## src/rtl/fetch_unit_pkg.sv

```systemverilog
// Shared definitions for the instruction fetch stage: FSM states and
// fixed encodings used by the fetch unit and its program counter.
package fetch_unit_pkg;

   typedef enum logic [1:0] {
      BOOT = 2'd0,
      RUN  = 2'd1,
      HALT = 2'd2
   } fetch_state_t;

   // addi x0,x0,0 -- the bubble placed in the decode register
   localparam logic [31:0] NOP                  = 32'h0000_0013;
   localparam logic [31:0] DEFAULT_RESET_VECTOR = 32'h0000_0000;

endpackage

```

## src/rtl/program_counter.sv

```systemverilog
// Fetch PC register with its next-PC mux: redirect beats advance, else hold.
// Redirect targets are word-aligned by clearing the two low bits.
module program_counter
   import fetch_unit_pkg::*;
#(
   parameter logic [31:0] RESET_VECTOR = DEFAULT_RESET_VECTOR
) (
   input  logic        i_clk,
   input  logic        i_rst,
   input  logic        i_advance,
   input  logic        i_redirect,
   input  logic [31:0] i_target,
   output logic [31:0] o_pc,
   output logic [31:0] o_pc_plus4
);

   logic [31:0] r_pc;
   logic [31:0] w_pc_next;

   // Natural 32-bit wrap: 0xFFFF_FFFC + 4 is 0 with no carry kept
   assign o_pc_plus4 = r_pc + 32'd4;
   assign o_pc       = r_pc;

   always_comb begin
      w_pc_next = r_pc;
      if (i_redirect)
         w_pc_next = i_target & 32'hFFFF_FFFC;
      else if (i_advance)
         w_pc_next = o_pc_plus4;
   end

   always_ff @(posedge i_clk or posedge i_rst) begin
      if (i_rst)
         r_pc <= RESET_VECTOR;
      else
         r_pc <= w_pc_next;
   end

endmodule

```

## src/rtl/fetch_unit.sv

```systemverilog
// Instruction fetch stage: BOOT/RUN/HALT sequencer, PC and the IF/ID register.
// Control priority in RUN: Halt > PC_Src > Stall_F for the PC; Halt/Flush_D > Stall_F for IF/ID.
module fetch_unit
   import fetch_unit_pkg::*;
#(
   parameter logic [31:0] RESET_VECTOR = DEFAULT_RESET_VECTOR,
   parameter logic [31:0] NOP_INSTR    = NOP
) (
   input  logic        CLK,
   input  logic        RST,
   input  logic        Stall_F,
   input  logic        Flush_D,
   input  logic        PC_Src,
   input  logic [31:0] PC_Target,
   input  logic        Halt,
   input  logic [31:0] Instr,
   output logic [31:0] PC_Out,
   output logic [31:0] Instr_D,
   output logic [31:0] PC_D,
   output logic [31:0] PC_Plus4_D,
   output logic        Valid_D,
   output logic        Halted,
   output logic [1:0]  o_dbg_state
);

   fetch_state_t r_state;
   fetch_state_t w_state_next;

   logic        w_pc_advance;
   logic        w_pc_redirect;
   logic        w_ifid_load;
   logic        w_ifid_bubble;
   logic [31:0] w_pc_plus4;

   logic [31:0] r_instr_d;
   logic [31:0] r_pc_d;
   logic [31:0] r_pc_plus4_d;
   logic        r_valid_d;

   program_counter #(
      .RESET_VECTOR(RESET_VECTOR)
   ) u_pc (
      .i_clk      (CLK),
      .i_rst      (RST),
      .i_advance  (w_pc_advance),
      .i_redirect (w_pc_redirect),
      .i_target   (PC_Target),
      .o_pc       (PC_Out),
      .o_pc_plus4 (w_pc_plus4)
   );

   always_ff @(posedge CLK or posedge RST) begin
      if (RST)
         r_state <= BOOT;
      else
         r_state <= w_state_next;
   end

   always_comb begin
      w_state_next  = r_state;
      w_pc_advance  = 1'b0;
      w_pc_redirect = 1'b0;
      w_ifid_load   = 1'b0;
      w_ifid_bubble = 1'b0;
      case (r_state)
         BOOT: begin
            w_state_next = RUN;
            w_pc_advance = 1'b1;
            w_ifid_load  = 1'b1;
         end
         RUN: begin
            // Halt wins over a same-cycle redirect; the PC stays put
            if (Halt) begin
               w_state_next  = HALT;
               w_ifid_bubble = 1'b1;
            end else begin
               w_pc_redirect = PC_Src;
               w_pc_advance  = ~Stall_F;
               w_ifid_bubble = Flush_D;
               w_ifid_load   = ~Flush_D & ~Stall_F;
            end
         end
         HALT: begin
            w_state_next = HALT;
         end
         default: begin
            w_state_next = BOOT;
         end
      endcase
   end

   always_ff @(posedge CLK or posedge RST) begin
      if (RST) begin
         r_instr_d    <= NOP_INSTR;
         r_pc_d       <= 32'd0;
         r_pc_plus4_d <= 32'd0;
         r_valid_d    <= 1'b0;
      end else if (w_ifid_bubble) begin
         r_instr_d <= NOP_INSTR;
         r_valid_d <= 1'b0;
      end else if (w_ifid_load) begin
         r_instr_d    <= Instr;
         r_pc_d       <= PC_Out;
         r_pc_plus4_d <= w_pc_plus4;
         r_valid_d    <= 1'b1;
      end
   end

   assign Instr_D     = r_instr_d;
   assign PC_D        = r_pc_d;
   assign PC_Plus4_D  = r_pc_plus4_d;
   assign Valid_D     = r_valid_d;
   assign Halted      = (r_state == HALT);
   assign o_dbg_state = r_state;

endmodule

```

## config.mk

```make
export PLATFORM = sky130hd
export DESIGN_NAME = fetch_unit
export DESIGN_NICKNAME = d
export VERILOG_FILES = /design/src/rtl/fetch_unit_pkg.sv /design/src/rtl/program_counter.sv /design/src/rtl/fetch_unit.sv
export SDC_FILE = /design/constraint.sdc
export NUM_CORES = 1
export LEC_CHECK = 0
export ABC_CLOCK_PERIOD_IN_PS = 9100
export BUFFER_PORTS_ARGS = -buffer_cell sky130_fd_sc_hd__buf_2
export CAP_MARGIN = 20
export CORE_ASPECT_RATIO = 1.5
export CORE_MARGIN = 1.5
export CORE_UTILIZATION = 45
export CTS_CLUSTER_SIZE = 24
export DETAILED_ROUTE_END_ITERATION = 16
export MAX_ROUTING_LAYER = met4
export PLACE_DENSITY_LB_ADDON = 0.15
export SYNTH_ARGS = -nofsm -noshare
export SYNTH_HDL_FRONTEND = slang
export SYNTH_SLANG_ARGS = --single-unit
```

## constraint.sdc

```tcl
create_clock -name CLK -period 9.1 [get_ports CLK]
set_clock_uncertainty 0.1 [all_clocks]
set_input_delay 0.455 -clock CLK [delete_from_list [all_inputs] [get_ports CLK]]
set_output_delay 0.455 -clock CLK [all_outputs]
set_load 0.1 [all_outputs]
```

==> key figures <==
GRT
  • Total GRT Usage: 0.247
  • Antenna violations before repair: 0
  • Overflow after GRT: 0
  • Pin count of the biggest net entering global routing: 96
  • Number of global-route vias before repair: between 4000 and 5000
  • First-pass GRT wire length: 25000 um

Synthesis
  • Yosys cell types: 53
  • Register area share after synthesis: 0.546
  • Syn avg cell area: between 9 and 10 um^2
  • Mapped Area: between 5000 and 6000 um^2
  • Ys async rst share: 1.00
  • Post-synth EDFFs: 0
  • Ys Warns: 0
  • Syn Inst Count: 575
  • #FFs+latches synth: between 100 and 150
  • Primary FF master, synth: dfrtp_1

Critical path
  • Crit-path cells: inv_1, ha_1, nor2b_1, and2_1, buf_4, nor2_1, a21oi_1, o211ai_1
  • Max incr delay on CP: 0.41 ns
  • FF-to-FF path depth: 8
  • Critical Path Stages: 8
  • Top Family by Delay on Critical Path: simple AND/OR/NAND/NOR gates
  • Setup crit end kind: flop
  • R2r endpoint: u_pc.o_pc[24]
  • Reg2Reg Setup Slack: 6.55 ns
  • Worst Setup SP: o_dbg_state[1]
  • Critical Path Fanout Max: 37
  • Worst Setup EP: u_pc.o_pc[24]
  • Crit Reg-Reg Startpoint: o_dbg_state[1]
  • Slowest-stage cell, CP: dfrtp_1
  • WP data required: 9.28 ns
  • Critical path arrival: 2.74 ns
  • CP bufs+invs: 2
  • Worst setup SP type: flop
  • Setup CP Type: reg -> reg

Place
  • Cell count after placement: 883
  • Buffers on Ports: 193
  • GPL Wtd Cong: 0.825
  • HPWL after DPL: approximately 11000 um

Clock network
  • Cts hold-fix bufs: 0
  • Post-CTS Setup Bufs: 0
  • H-tree Lvls: 4
  • Clock tree from TritonCTS: built
  • Post-cts sizing count: 0
  • Reg clk slew, reported paths: about 0.05 ns
  • Root Driver: clkbuf_16
  • Clock Path Buffers: 2
  • Worst skew pair latency: between 0.4 and 0.5 ns
  • CTS buffer count: 17
  • TritonCTS sink count: 125

Detailed routing
  • Residual DRC: 0
  • Final WL: between 15000 and 20000 um
  • Routed Antenna Nets: 0
  • DR pass1 iterations: 4
  • Routed vias/inst: around 5.5
  • Vias: 5010
  • Routed length per instance: around 17 um
  • Drt first-iter violations: between 200 and 300

Timing
  • Setup TNS Final: 0 ns
  • Fin crit share: 0.281
  • Achievable frequency: 392 MHz
  • Final Hold Vio Count: 0
  • Final setup viols: 0
  • Max-slew headroom: 0.394
  • RSZ-0062 raised after global routing: false
  • Actual slew at the worst max-slew pin: 0.909 ns
  • Minimum clock period after layout: 2.55 ns
  • Slew Limit Fails: 0

Layout
  • Area Growth Syn to Fin: 27.8%
  • Final Net Count: between 800 and 900
  • Share of cells above drive strength 1: 0.324
  • Layout Cells excl Fill: roughly 900
  • ANT cells: 0

Die
  • Core Region: about 12000 um^2
  • Standard-cell rows: 50
  • Total Die Area: around 13000 um^2
  • Initial core utilization: 0.461
  • Die height: 141 um
  • Top Ports: approximately 200
  • DIE WIDTH: approximately 95 um

Min path
  • Hold Crit Class: in -> async

Job
  • Max Cap Viol: 0

Status
  • Status: complete, no violations
-- cell type report --
type	instances	area (um^2)
clock inverters	10	165
fillers	1143	5120
multi-input cells	395	2310
flip-flops and latches	125	3130
inverters	10	42.5
well taps	156	195
clock buffers	20	457
repair buffers	199	1030
-- layout by cell type, fill, tap and decap left out, drive strengths merged, types with 4 or more instances in the layout --
cell / synthesis / routed
buf: 28 / 199
nand2: 132 / 132
dfrtp: 122 / 122
o21ai: 63 / 63
a22o: 30 / 30
clkbuf: 22 / 20
xnor2: 17 / 17
nor2: 16 / 16
nand4: 15 / 15
a22oi: 12 / 12
a21oi: 12 / 12
xor2: 11 / 11
nand3: 10 / 10
inv: 10 / 10
nor3: 9 / 9
and3: 6 / 6
conb: 1 / 6
o311ai: 5 / 5
ha: 5 / 5
and4: 5 / 5
a21o: 4 / 4
o22ai: 4 / 4
a221o: 4 / 4
bufinv: 0 / 4
-- registers in the layout, summed over array words and instances (netlist names) --
| name | flops |
|---|---|
| o_dbg_state | 2 |
| Instr_D | 32 |
| u_pc.o_pc | 30 |
| PC_D | 30 |
| Valid_D | 1 |
| PC_Plus4_D | 30 |
-- layer usage --
metal  global-route usage  part of all wire  vias up
met4               0.0919             0.021        0
met5                    -                 0        -
met2                0.415              0.51      205
met1                0.281              0.40     2433
li1                     -                 -     2344
met3               0.0573             0.065       28
-- Yosys cell counts, types with 11 or more instances --
cell        n  area, um^2
nand2_1   131         492
clkbuf_1   18        67.6
xor2_1     11        96.3
buf_2      13        65.1
nor2_1     16        60.1
dfrtp_1   122        3050
a22oi_1    12        90.1
a22o_1     30         263
nand4_1    13        81.3
xnor2_1    17         149
o21ai_0    55         275
a21oi_1    12        60.1
-- cell families after synthesis --
group	share of synthesized area
DFF	0.546
adders and majority gates	0.0109
muxes	0.00393
xor gates and xnor gates	0.0428
other	0.000654
and+or+nand+nor	0.165
AOI/OAI and AO/OA	0.173
buffers and inverters	0.0576
-- worst min-delay path by stage --
stage,start,endpoint,slack (ns),depth (start not counted)
2_1_floorplan,PC_Target[23],u_pc.o_pc[23],0.48,2
3_3_place_gp,PC_D[13],PC_D[13],0.36,2
3_5_place_dp,PC_D[31],PC_D[31],0.36,2
4_1_cts,RST,Instr_D[26],0.12,2
5_1_grt,Instr[25],Instr_D[25],0.15,2
6_report,RST,Instr_D[26],0.09,2
-- worst reg2reg max path: cells and delay by family (launching register included) --
kind / cells / cell delay (ns)
compound gates: 2 / 0.30
fa+ha+maj: 1 / 0.29
buf+inv: 2 / 0.50
flops: 1 / 0.41
simple gates: 3 / 0.83
-- metrics by stage --
stage	worst slack, ns	instance area, um^2	utilization	hold WS [ns]
detailed placement	6.51	6670	0.536	0.357
CTS	6.51	7290	0.586	0.117
finish	6.55	7330	0.589	0.0936
floorplan	5.22	5750	-	0.478
global placement	6.60	6670	0.536	0.356
global route	6.33	7330	0.589	0.151
Power is left out: the tool's default activity adds up to more than one toggle a clock period on the data nets, which glitch-free logic cannot reach.
